File: config.mk
export PLATFORM = sky130hd
export DESIGN_NAME = cla_carry_engine
export DESIGN_NICKNAME = d
export VERILOG_FILES = /design/src/rtl/cla_pkg.sv /design/src/rtl/cla_carry_engine_group.sv /design/src/rtl/cla_carry_engine.sv
export SDC_FILE = /design/constraint.sdc
export NUM_CORES = 1
export LEC_CHECK = 0
export BUFFER_PORTS_ARGS = -buffer_cell sky130_fd_sc_hd__clkbuf_2
export CORE_ASPECT_RATIO = 0.75
export CORE_MARGIN = 2
export CORE_UTILIZATION = 53
export DETAILED_ROUTE_END_ITERATION = 8
export PLACE_DENSITY = 0.81
export SYNTH_ARGS = -nofsm -noshare
export SYNTH_HDL_FRONTEND = slang
export SYNTH_HIERARCHICAL = 1
export SYNTH_SLANG_ARGS = --single-unit
File: constraint.sdc
create_clock -name clk -period 4 [get_ports clk]
set_input_delay 0.2 -clock clk [delete_from_list [all_inputs] [get_ports clk]]
set_output_delay 0.2 -clock clk [all_outputs]
set_load 0.005 [all_outputs]
File: src/rtl/cla_pkg.sv
// cla_pkg: shared FSM state type and default geometry for the carry engine.
package cla_pkg;
    typedef enum logic [1:0] {IDLE, CALC, DONE} state_e;
    localparam int N_DEF   = 64;
    localparam int BLK_DEF = 4;
endpackage

File: src/rtl/cla_carry_engine_group.sv
// cla_group: combinational BLK-bit lookahead cell; each carry is expanded
// independently from the group carry-in, so no ripple path exists in the cell.
module cla_group
    import cla_pkg::*;
#(
    parameter int BLK = BLK_DEF
) (
    input  logic [BLK-1:0] g,
    input  logic [BLK-1:0] p,
    input  logic           cin_group,
    output logic [BLK-1:0] c,
    output logic           cout_group
);
    function automatic logic carry_at(input int k, input logic [BLK-1:0] gg,
                                      input logic [BLK-1:0] pp, input logic ci);
        logic r;
        r = ci;
        for (int j = 0; j < k; j++) r = gg[j] | (pp[j] & r);
        return r;
    endfunction

    always_comb begin
        for (int i = 0; i < BLK; i++) c[i] = carry_at(i, g, p, cin_group);
        cout_group = carry_at(BLK, g, p, cin_group);
    end
endmodule

File: src/rtl/cla_carry_engine.sv
// cla_carry_engine: multi-cycle carry generator resolving one BLK-bit lookahead group per cycle.
// Optional overflow output enabled by defining CLA_CARRY_ENGINE_OVF_EN.
module cla_carry_engine
    import cla_pkg::*;
#(
    parameter int N   = N_DEF,
    parameter int BLK = BLK_DEF
) (
    input  logic         clk,
    input  logic         rst,
    input  logic         cin,
    input  logic [N-1:0] a,
    input  logic [N-1:0] b,
    input  logic         in_valid,
    output logic         in_ready,
    output logic [N-1:0] c,
    output logic [N-1:0] p,
    output logic         cout,
    input  logic         out_ready,
`ifdef CLA_CARRY_ENGINE_OVF_EN
    output logic         ovf,
    output logic         out_valid
`else
    output logic         out_valid
`endif
);
    localparam int NG = N / BLK;
    localparam int GW = (NG > 1) ? $clog2(NG) : 1;

    state_e         state_q;
    logic [N-1:0]   g_q, p_q, c_q;
    logic           cy_q, cout_q;
    logic [GW-1:0]  grp_q;
    logic [BLK-1:0] grp_c;
    logic           grp_cout;

    cla_group #(.BLK(BLK)) u_grp (
        .g          (g_q[grp_q*BLK +: BLK]),
        .p          (p_q[grp_q*BLK +: BLK]),
        .cin_group  (cy_q),
        .c          (grp_c),
        .cout_group (grp_cout)
    );

    assign in_ready  = (state_q == IDLE);
    assign out_valid = (state_q == DONE);
    assign c         = c_q;
    assign p         = p_q;
    assign cout      = cout_q;

`ifdef CLA_CARRY_ENGINE_OVF_EN
    logic ovf_q;
    assign ovf = ovf_q;

    always_ff @(posedge clk) begin
        if (rst) ovf_q <= 1'b0;
        else if (state_q == CALC && grp_q == GW'(NG - 1)) ovf_q <= grp_cout ^ grp_c[BLK-1];
    end
`endif

    always_ff @(posedge clk) begin
        if (rst) begin
            state_q <= IDLE;
            g_q     <= '0;
            p_q     <= '0;
            c_q     <= '0;
            cy_q    <= 1'b0;
            cout_q  <= 1'b0;
            grp_q   <= '0;
        end else begin
            case (state_q)
                IDLE: if (in_valid) begin
                    g_q     <= a & b;
                    p_q     <= a ^ b;
                    cy_q    <= cin;
                    grp_q   <= '0;
                    state_q <= CALC;
                end
                CALC: begin
                    c_q[grp_q*BLK +: BLK] <= grp_c;
                    cy_q <= grp_cout;
                    if (grp_q == GW'(NG - 1)) begin
                        cout_q  <= grp_cout;
                        grp_q   <= '0;
                        state_q <= DONE;
                    end else begin
                        grp_q <= grp_q + 1'b1;
                    end
                end
                DONE: if (out_ready) state_q <= IDLE;
                default: state_q <= IDLE;
            endcase
        end
    end
endmodule

## Word level (Yosys, flattened, before mapping)

Cells that the tools add are included.

| storage, ports and cells | value |
|---|---|
| bits in registers | 200 |
| bits of input ports | 133 |
| output and inout bits | 131 |
| word-level logic and storage cells | 45 |

| cells by class | value |
|---|---|
| add/sub/neg operators | 2 |
| equal/unequal tests | 6 |
| shifts and indexed selects | 4 |
| multiplexer cells | 10 |
| bitwise gates (word level) | 10 |
| reductions and logical operators | 6 |

Operators by type and width:

| operator | count |
|---|---|
| $shiftx 64x7->4 | 2 |
| $and 64x64->64 | 1 |
| $bwmux 64 | 1 |
| $shift 4x34->64 const A | 1 |
| $shiftx 4x34->64 | 1 |
| $xor 64x64->64 | 1 |
| $neg 6->34 | 1 |
| $mux 4 | 2 |
| $pmux 4 s2 | 1 |
| $mux 2 | 3 |
| $ne 2x2->1 const B | 3 |
| $pmux 2 s3 | 1 |
| $reduce_and 2->1 | 3 |
| $add 4x1->4 const B | 1 |
| $and 1x1->1 | 4 |
| $eq 4x4->1 const B | 1 |
| $or 1x1->1 | 4 |
| $reduce_and 3->1 | 1 |
| $eq 2x1->1 const B | 1 |
| $eq 2x2->1 const B | 1 |
| $logic_not 2->1 | 1 |
| $pmux 1 s2 | 1 |
| $reduce_bool 2->1 | 1 |
| $mux 1 | 1 |

## Logic depth before layout (Yosys ltp)

Gate-level depths: netlist of run 1.

| depth | value |
|---|---|
| word-level depth | 10 |
| depth in mapped cells | 14 |
| depth with buffers taken out | 11 |

## Cells and area by module

The synthesis of run 1 kept the hierarchy.

Modules (own cells, without submodules):

| module | instances | cells an instance | area an instance (sq um) | sequential area each (sq um) |
|---|---|---|---|---|
| cla_carry_engine | 1 | 1068 | 9387.8 | 4003.8 |
| cla_group | 1 | 6 | 46.3 | 0.0 |

## Worst setup path after synthesis of run 1

Ideal clock, no wire load.

| timing path | value |
|---|---|
| kind | register -> register |
| start point | reg grp_q[0] |
| end point | reg c_q[44], in the netlist c[44] |
| setup time | 0.128 ns |
| arrival | 2.944 ns |
| data required time | 3.872 ns |
| slack | 0.929 ns |
| cell stages (with the launch flop) | 13 |
| buffers on the path | 6 |
| clock period less this slack | 3.071 ns |
| cell sequence | dfxtp_1 > buf_2 > buf_2 > buf_2 > clkbuf_1 > nor3_1 > ha_1 > or3b_1 > buf_4 > or4_1 > buf_2 > mux2i_1 > nor2_1 |

| on the way | value |
|---|---|
| word-level cells in the longest chain between the ends | 9 |
| elaborated cells between the ends (all ways) | 12 |
| those cells by class | add/sub: 1; shift: 4; mux: 1; bitwise: 6 |

Ends and longest elaborated chain:

| what | line | source |
|---|---|---|
| start, declared | cla_carry_engine.sv:33 | `logic [GW-1:0] grp_q;` |
| start signal, assigned | cla_carry_engine.sv:87 | `grp_q <= grp_q + 1'b1;` |
| $shiftx 64x7->4 | cla_carry_engine.sv:39 | `.p (p_q[grp_q*BLK +: BLK]),` |
| $and 1x1->1 | cla_carry_engine_group.sv:18 | `for (int j = 0; j < k; j++) r = gg[j] \| (pp[j] & r);` |
| $or 1x1->1 | cla_carry_engine_group.sv:18 |  |
| $and 1x1->1 | cla_carry_engine_group.sv:18 |  |
| $or 1x1->1 | cla_carry_engine_group.sv:18 |  |
| $and 1x1->1 | cla_carry_engine_group.sv:18 |  |
| $or 1x1->1 | cla_carry_engine_group.sv:18 |  |
| $shiftx 4x34->64 | cla_carry_engine.sv:80 | `c_q[grp_q*BLK +: BLK] <= grp_c;` |
| $bwmux 64 * | cla_carry_engine.sv:80 |  |
| end signal, assigned by index | cla_carry_engine.sv:80 |  |
| end, declared | cla_carry_engine.sv:31 | `logic [N-1:0] g_q, p_q, c_q;` |

Every way passes the cells marked *; elsewhere a longest branch is shown, timed or not.
A chain may end at the register's enable or synchronous reset.

## Worst setup path in the final report of run 1

| timing path | value |
|---|---|
| start point | reg grp_q[1] |
| end point | reg c_q[63], in the netlist c[63] |

| on the way | value |
|---|---|
| word-level cells in the longest chain between the ends | 9 |
| elaborated cells between the ends (all ways) | 12 |
| those cells by class | add/sub: 1; shift: 4; mux: 1; bitwise: 6 |

Ends and longest elaborated chain:

| what | line | source |
|---|---|---|
| $shiftx 64x7->4 | cla_carry_engine.sv:39 |  |
| $and 1x1->1 | cla_carry_engine_group.sv:18 |  |
| $or 1x1->1 * | cla_carry_engine_group.sv:18 |  |
| via grp_c[1] | cla_carry_engine.sv:34 | `logic [BLK-1:0] grp_c;` |
| $and 1x1->1 * | cla_carry_engine_group.sv:18 |  |
| $or 1x1->1 * | cla_carry_engine_group.sv:18 |  |
| via grp_c[2] | cla_carry_engine.sv:34 |  |
| $and 1x1->1 * | cla_carry_engine_group.sv:18 |  |
| $or 1x1->1 * | cla_carry_engine_group.sv:18 |  |
| via grp_c[3] | cla_carry_engine.sv:34 |  |
| $shiftx 4x34->64 * | cla_carry_engine.sv:80 |  |
| $bwmux 64 * | cla_carry_engine.sv:80 |  |

Mark *: on every way through the listed nets, which the timed path passes. The rest lies on a longest branch.

==> key figures, run 1 <==
Status
  • Result of the run: completed

Clock tree
  • CTS H-tree depth: 4
  • CTS tree: built
  • Hold buffer count at cts: 0
  • Clock insertion delay at the later pin of the skew report: between 0.4 and 0.5 ns
  • Quantity of gates resized following cts: 0
  • TritonCTS sink count: 200
  • Setup Fix Bufs, Post-CTS: 0
  • Clock input transition at the sequential cells of the worst setup and hold paths: about 0.070 ns
  • Total clock buffers created by CTS: 17
  • Longest Clk Path Bufs: 2
  • Root cell of the clock tree: sky130_fd_sc_hd__clkbuf_16

Timing
  • Hold slack: 0.1014 ns
  • Clock skew: between 0.009 and 0.01 ns
  • Number of pins with negative max-slew slack in the final report: 0
  • Fin. Hold Viols: 0
  • Fmax: ~290 MHz
  • Worst Tran Pin Value: about 1.1 ns
  • Sum of negative setup slack: 0 ns
  • Worst max-slew margin expressed relative to the limit: 27.56%
  • Minimum clock period: 3.440 ns
  • Setup repair after global routing missed its margin: no
  • Post-route worst setup slack: ~0.56 ns
  • Final setup fails: 0
  • Share of the clock period used by the worst path: 86.01%

Detailed routing
  • Post-DRT Antenna Nets: 0
  • DRC errors left: 0
  • Vias per std cell: ~5.5
  • Total wire length after detailed routing: 26.90 mm
  • Initial DRC count: around 800
  • Pre-antenna DRT Iters: 5
  • Via count: between 8000 and 9000
  • Wirelength per Cell: between 15 and 20 microns

Critical path
  • Launching element type of the critical path: flip-flop
  • CP most frequent cell: sky130_fd_sc_hd__a21o_1
  • Number of buffers and inverters on the critical path: 1
  • Maximum fanout count along the critical path: 16
  • CP Data Arrival Time: 3.80 ns
  • Required time of the critical path: about 4.4 ns
  • Maximum cell stage delay along the critical path: slightly below 0.8 ns
  • Worst reg-to-reg path cell count: 12
  • Crit-path cells: buf_4 -> nor2_1 -> a22oi_1 -> o21ai_0 -> o21ai_0 -> a21o_1 -> a21o_1 -> a21o_1 -> nand2_1 -> nor4_1 -> mux2i_1 -> nor2_1
  • Slowest CP cell: sky130_fd_sc_hd__dfxtp_1
  • Classification of the worst setup path: flip-flop to flip-flop
  • CP Depth: 12
  • Dominant delay contributor by cell family on the critical path: compound AO/OA/AOI/OAI gates
  • Worst setup EP type: flip-flop

Synth
  • Cell variety after synth: 45
  • Number of enable flip-flop cells after synthesis: 0
  • Number of register bits inferred by synthesis: 200
  • Most common flop cell mapped by yosys: sky130_fd_sc_hd__dfxtp_1
  • Mapped cell area: roughly 0.0094 sq mm
  • Register area share after synthesis: a little over two fifths
  • Net count after synthesis: about 1300
  • Synth async-reset ratio: 0%
  • Yosys warning count: 6
  • Gate Count Post-Synth: 1074
  • Mean instance size in the synthesized netlist: just under 9 sq um

Global route
  • Maximum number of pins on one net before global-route repair: around 140
  • Number of global-route vias before repair: 8021
  • Global-route congestion overflow total: 0
  • Global-route wire length before repair: ~42 mm
  • Tot GR Track Use: between 20% and 30%
  • Initial antenna violation count: 0

Power and ir drop
  • Peak VDD IR: around 0.00026 V
  • Power density relative to cell area: slightly below 400 mW/mm^2
  • Static leakage power: just under 5 nW

Worst hold path
  • Hold Crit Depth: 3
  • Path category of the worst min-delay check: input port to flip-flop

Placement
  • Final GP Congestion: slightly above 0.9
  • Buffers added on ports: around 260
  • Detailed placement HPWL: about 20 mm
  • Minimum setup slack after placement: 0.6147 ns

Final layout
  • Commonest cells after routing, fill and taps aside: 283 x sky130_fd_sc_hd__nand2_1, 262 x sky130_fd_sc_hd__clkbuf_2, 198 x sky130_fd_sc_hd__dfxtp_1, 154 x sky130_fd_sc_hd__a21oi_1, 67 x sky130_fd_sc_hd__ha_1
  • Leading cell type in the layout, fill and taps excluded: sky130_fd_sc_hd__nand2_1
  • Layout Area Growth over Synthesis: 21.23%
  • Fraction of layout instances using a drive strength above 1: 26.80%
  • Antenna fix cells: 0
  • Final net count: between 1000 and 1500

Floorplan
  • Area of the core: roughly 0.018 sq mm
  • Die area: roughly 0.019 sq mm
  • Starting density of the core: a little over half
  • Width of the die: between 150 and 200 microns
  • Height of the die: 119.5 microns
  • I/O Pins: between 200 and 300
  • Rows: between 40 and 50

Run
  • Number of violations of the max-capacitance limit: 0
-- cell families (layout without fill, tap and decap cells) --
kind of cell	count (synthesis)	in the layout	share of synthesized area (%)
XOR/XNOR	3	3	0.2786
AO/OA/AOI/OAI	202	202	12.02
AND/OR/NAND/NOR	438	438	20.80
multiplexers	82	82	12.06
buffers and inverters	82	310	3.528
flip-flops	200	200	42.44
adder cells (fa/ha/maj)	67	67	8.886
-- per-layer routing --
metal / vias up / GRT usage (%) / share of wire, %
li1: 4123 / - / -
met1: 4050 / 39.59 / 44
met2: 361 / 45.41 / 47
met3: 35 / 5.959 / 7.4
met4: 0 / 7.376 / 1.6
met5: - / 0 / 0
-- report_power, final --
part / leakage [nW] / switching [mW] / internal [mW] / total, mW
sequential: 1.63 / 0.0830 / 2.07 / 2.15
combinational: 3.05 / 0.333 / 0.239 / 0.572
clock: 0.271 / 0.821 / 0.912 / 1.73
total: 4.95 / 1.24 / 3.22 / 4.46
-- area by class of cell --
class / count / area (sq um)
clock buffer: 19 / 452.9
clock inverter: 13 / 135.1
fill: 1486 / 6115
inverter: 4 / 15.01
multi-input combinational: 792 / 5107
sequential: 200 / 4006
tap: 242 / 302.8
timing repair buffer: 274 / 1418
-- registers in the layout (all words and copies together), names as in the netlist --
register / cells
state_q: 2
cy_q: 1
g_q: 64
grp_q: 4
cout: 1
p: 64
c: 64
-- path summary, 6_finish.rpt --
path	to	start	slack, ns
setup / recovery	c[63]$_SDFFE_PP0P_	grp_q[1]$_SDFFE_PP0P_	0.56
hold / removal	cy_q$_SDFFE_PP0P_	cin	0.10
setup reg to reg	c[63]$_SDFFE_PP0P_	grp_q[1]$_SDFFE_PP0P_	0.56
hold reg to reg	g_q[6]$_SDFFE_PP0P_	g_q[6]$_SDFFE_PP0P_	0.46
-- cells in the mapped netlist, types with 2 or more instances --
master / instances / area (sq um)
sky130_fd_sc_hd__mux2i_1: 54 / 540.5
sky130_fd_sc_hd__nor4_2: 2 / 25.02
sky130_fd_sc_hd__nand2b_1: 32 / 200.2
sky130_fd_sc_hd__o22ai_1: 3 / 18.77
sky130_fd_sc_hd__or3b_2: 2 / 17.52
sky130_fd_sc_hd__nor4_1: 3 / 18.77
sky130_fd_sc_hd__nand3_1: 26 / 130.1
sky130_fd_sc_hd__mux2_2: 3 / 33.78
sky130_fd_sc_hd__dfxtp_1: 200 / 4004
sky130_fd_sc_hd__a22o_1: 7 / 61.31
sky130_fd_sc_hd__or3b_1: 2 / 17.52
sky130_fd_sc_hd__inv_1: 4 / 15.01
sky130_fd_sc_hd__a211oi_2: 2 / 25.02
sky130_fd_sc_hd__nor3b_2: 3 / 37.54
sky130_fd_sc_hd__nand3b_1: 11 / 82.58
sky130_fd_sc_hd__a21oi_1: 154 / 770.7
sky130_fd_sc_hd__a22oi_1: 9 / 67.56
sky130_fd_sc_hd__clkbuf_1: 63 / 236.5
sky130_fd_sc_hd__nor3_1: 7 / 35.03
sky130_fd_sc_hd__nor2b_1: 5 / 31.28
sky130_fd_sc_hd__a21o_1: 7 / 52.55
sky130_fd_sc_hd__buf_2: 11 / 55.05
sky130_fd_sc_hd__and3_1: 7 / 43.79
sky130_fd_sc_hd__a2111o_1: 2 / 22.52
sky130_fd_sc_hd__nor2_1: 43 / 161.4
sky130_fd_sc_hd__mux4_2: 25 / 563.0
sky130_fd_sc_hd__or4_1: 2 / 15.01
sky130_fd_sc_hd__o21ai_0: 13 / 65.06
sky130_fd_sc_hd__nand2_1: 284 / 1066
sky130_fd_sc_hd__buf_4: 3 / 22.52
sky130_fd_sc_hd__and2_1: 4 / 25.02
sky130_fd_sc_hd__xnor2_1: 2 / 17.52
sky130_fd_sc_hd__ha_1: 67 / 838.3
-- worst reg2reg max path, cell delays in order, from the launching register on --
cell and delay (ns):
sky130_fd_sc_hd__dfxtp_1 0.79, sky130_fd_sc_hd__buf_4 0.29, sky130_fd_sc_hd__nor2_1 0.09, sky130_fd_sc_hd__a22oi_1 0.20
sky130_fd_sc_hd__o21ai_0 0.20, sky130_fd_sc_hd__o21ai_0 0.20, sky130_fd_sc_hd__a21o_1 0.15, sky130_fd_sc_hd__a21o_1 0.40
sky130_fd_sc_hd__a21o_1 0.44, sky130_fd_sc_hd__nand2_1 0.13, sky130_fd_sc_hd__nor4_1 0.27, sky130_fd_sc_hd__mux2i_1 0.11
sky130_fd_sc_hd__nor2_1 0.09
-- through the flow --
stage	util, %	cell area [sq um]	cells	total power, mW
global route	65.16	11440	1544	4.619
global placement	61.81	10850	1512	2.749
CTS	65.16	11440	1544	4.469
finish	65.16	11440	1544	4.456
floorplan	-	9434	1074	2.512
detailed placement	61.81	10850	1512	2.759
Note: power is estimated with default switching activity, not from simulation.
==> run 2, diff against run 1 <==
--- a/config.mk
+++ b/config.mk
@@ -10,7 +10,7 @@
 export CORE_MARGIN = 2
 export CORE_UTILIZATION = 53
 export DETAILED_ROUTE_END_ITERATION = 8
-export PLACE_DENSITY = 0.81
+export PLACE_DENSITY_LB_ADDON = 0.12
 export SYNTH_ARGS = -nofsm -noshare
 export SYNTH_HDL_FRONTEND = slang
 export SYNTH_HIERARCHICAL = 1
==> key figures, run 2 (same netlist as run 1, synthesis figures left out) <==
Critical path
  • FF-to-FF End: c[63]$_SDFFE_PP0P_
  • Required time of the critical path: 4.36 ns (about the same)
  • Worst reg2reg startpoint: grp_q[1]$_SDFFE_PP0P_
  • Maximum fanout count along the critical path: 15 (-1)
  • Classification of the worst setup path: flip-flop to flip-flop
  • Launching element type of the critical path: flip-flop
  • CP Data Arrival Time: 3.92 ns (+0.12 ns)
  • Reg-to-reg setup timing slack: 0.44 ns (-0.12 ns)
  • Worst setup EP type: flip-flop
  • Worst reg-to-reg path cell count: 12 (unchanged)

Placement
  • Minimum setup slack after placement: 0.5018 ns (-0.1129 ns)
  • Final GP Congestion: 0.8258 (-11%)
  • Detailed placement HPWL: 19.14 mm (-3.1%)
  • Buffers added on ports: 263 (unchanged)
  • Cell total after placement: 1514 (+0.13%)

Floorplan
  • Area of the core: 0.01755 sq mm (unchanged)
  • I/O Pins: 264 (unchanged)
  • Height of the die: 119.5 microns (unchanged)
  • Die area: 0.01889 sq mm (unchanged)
  • Starting density of the core: 53.75% (unchanged)
  • Width of the die: 158.1 microns (unchanged)
  • Rows: 42 (unchanged)

Final layout
  • Number of standard cells in the layout, taps in and fillers out: 1546 (+0.13%)
  • Multi-input gate area in the final layout: 0.005107 sq mm (unchanged)
  • Leading cell type in the layout, fill and taps excluded: sky130_fd_sc_hd__nand2_1
  • Sequential cell area: 0.004006 sq mm (unchanged)
  • Antenna fix cells: 0 (unchanged)
  • Final net count: 1491 (+0.13%)
  • Commonest cells after routing, fill and taps aside: 283 x sky130_fd_sc_hd__nand2_1, 262 x sky130_fd_sc_hd__clkbuf_2, 198 x sky130_fd_sc_hd__dfxtp_1, 154 x sky130_fd_sc_hd__a21oi_1, 67 x sky130_fd_sc_hd__ha_1
  • Fill cell total of the finished layout: 1516 (+2.0%)
  • Fraction of layout instances using a drive strength above 1: 26.84% (+0.036 points)
  • Layout Area Growth over Synthesis: 21.61%

Timing
  • Setup repair after global routing missed its margin: no
  • Fmax: 281.0 MHz (-3.3%)
  • Worst max-slew margin expressed relative to the limit: 29.88% (+2.3 points)
  • Post-route worst setup slack: 0.4408 ns (-0.1188 ns)
  • Worst Tran Pin Value: 1.048 ns (-0.03473 ns)
  • Hold slack: 0.07596 ns (-0.02540 ns)
  • Minimum clock period: 3.559 ns (+0.1188 ns)
  • Share of the clock period used by the worst path: 88.98% (+3.0 points)
  • Clock skew: 0.01549 ns (+0.006415 ns)
  • Final setup fails: 0 (unchanged)
  • Sum of negative setup slack: 0 ns (unchanged)
  • Number of pins with negative max-slew slack in the final report: 0 (unchanged)
  • Fin. Hold Viols: 0 (unchanged)

Clock tree
  • Clock insertion delay at the later pin of the skew report: 0.44 ns (about the same)
  • Quantity of gates resized following cts: 0 (unchanged)
  • CTS tree: built
  • Clock input transition at the sequential cells of the worst setup and hold paths: 0.07 ns (about the same)
  • Root cell of the clock tree: sky130_fd_sc_hd__clkbuf_16
  • Total clock buffers created by CTS: 17 (unchanged)
  • Setup Fix Bufs, Post-CTS: 0 (unchanged)
  • Hold buffer count at cts: 0 (unchanged)
  • CTS H-tree depth: 4 (unchanged)
  • TritonCTS sink count: 200 (unchanged)
  • Longest Clk Path Bufs: 2 (unchanged)

Global route
  • Number of global-route vias before repair: 7905 (-1.4%)
  • Global-route wire length before repair: 41.53 mm (-1.4%)
  • Global-route congestion overflow total: 0 (unchanged)
  • Maximum number of pins on one net before global-route repair: 144 (+2.1%)
  • Tot GR Track Use: 28.18% (-0.31 points)
  • Initial antenna violation count: 0 (unchanged)

Detailed routing
  • Post-DRT Antenna Nets: 0 (unchanged)
  • Vias per std cell: 5.518 (-0.57%)
  • DRC errors left: 0 (unchanged)
  • Pre-antenna DRT Iters: 5 (unchanged)
  • Total wire length after detailed routing: 26.40 mm (-1.9%)
  • Via count: 8531 (-0.44%)
  • Wirelength per Cell: 17.08 microns (-2.0%)
  • Initial DRC count: 683 (-15%)

Run
  • Number of violations of the max-capacitance limit: 0 (unchanged)

Power and ir drop
  • Combinational Power Share: 12.5% (-0.3 points)
  • Sequential Power Share: 47.2% (-1.1 points)
  • Peak VDD IR: 0.0002853 V (+9.8%)
  • P_int: 3.337 mW (+3.7%)
  • Sw Ratio: 26.57% (-1.2 points)
  • Relative contribution of the clock network to total power: 40.3% (+1.4 points)
  • Static leakage power: 4.986 nW (+0.66%)
  • Pwr Total: 4.544 mW (+2.0%)
  • Power density relative to cell area: 396.1 mW/mm^2 (+1.7%)
  • Total net switching power: 1.208 mW (-2.4%)

Worst hold path
  • Worst hold start: cin
  • Terminating pin of the worst hold path: cy_q$_SDFFE_PP0P_
  • Path category of the worst min-delay check: input port to flip-flop
  • Hold Crit Depth: 3 (unchanged)

Status
  • Result of the run: completed
[run 2: worst max path at each step]
stage | slack, ns | startpoint | cells after the start | end
global placement | 0.62 | grp_q[1]$_SDFFE_PP0P_ | 11 | c[7]$_SDFFE_PP0P_
global route | 0.17 | grp_q[1]$_SDFFE_PP0P_ | 12 | c[63]$_SDFFE_PP0P_
finish | 0.44 | grp_q[1]$_SDFFE_PP0P_ | 12 | c[63]$_SDFFE_PP0P_
floorplan | 0.93 | grp_q[0]$_SDFFE_PP0P_ | 12 | c[44]$_SDFFE_PP0P_
CTS | 0.49 | grp_q[1]$_SDFFE_PP0P_ | 11 | c[39]$_SDFFE_PP0P_
detailed placement | 0.50 | grp_q[1]$_SDFFE_PP0P_ | 11 | c[39]$_SDFFE_PP0P_
[run 2: layer usage]
metal  part of all wire, %  global-route usage, %
met1                    47                  41.48
met2                    44                  42.31
met3                   7.3                  6.320
met4                   1.4                  6.419
met5                     0                      0
[run 2: critical path, cell delays in order, from the launching register on]
cell and delay [ns]:
sky130_fd_sc_hd__dfxtp_1 0.51, sky130_fd_sc_hd__buf_4 0.29, sky130_fd_sc_hd__nor2b_1 0.18, sky130_fd_sc_hd__a22oi_1 0.19
sky130_fd_sc_hd__o21ai_0 0.14, sky130_fd_sc_hd__o21ai_0 0.16, sky130_fd_sc_hd__a21o_1 0.43, sky130_fd_sc_hd__a21o_1 0.50
sky130_fd_sc_hd__a21o_1 0.48, sky130_fd_sc_hd__nand2_1 0.13, sky130_fd_sc_hd__nor4_1 0.25, sky130_fd_sc_hd__mux2i_1 0.11
sky130_fd_sc_hd__nor2_1 0.10
[run 2: stage by stage]
| step | area, sq um | util [%] |
|---|---|---|
| 2_1_floorplan | 9434 | - |
| 4_1_cts | 11470 | 65.36 |
| 3_3_place_gp | 10850 | 61.83 |
| 5_1_grt | 11470 | 65.36 |
| 6_report | 11470 | 65.36 |
| 3_5_place_dp | 10850 | 61.83 |
[run 2: power by group through the flow]
stage	clock network, mW	logic, mW	registers (mW)
after floorplan	0	0.354	2.16
after global placement	0	0.560	2.19
after detailed placement	0	0.566	2.19
after CTS	1.84	0.571	2.15
after global routing	1.92	0.638	2.16
final	1.83	0.569	2.15
[run 2: cell type report]
| cell class | instances | area share, % |
|---|---|---|
| multi-input cells | 792 | 44.52 |
| flip-flops and latches | 200 | 34.92 |
| repair buffers | 276 | 12.38 |
| clock buffers | 20 | 3.981 |
| well taps | 242 | 2.639 |
| clock inverters | 12 | 1.429 |
| inverters | 4 | 0.1309 |
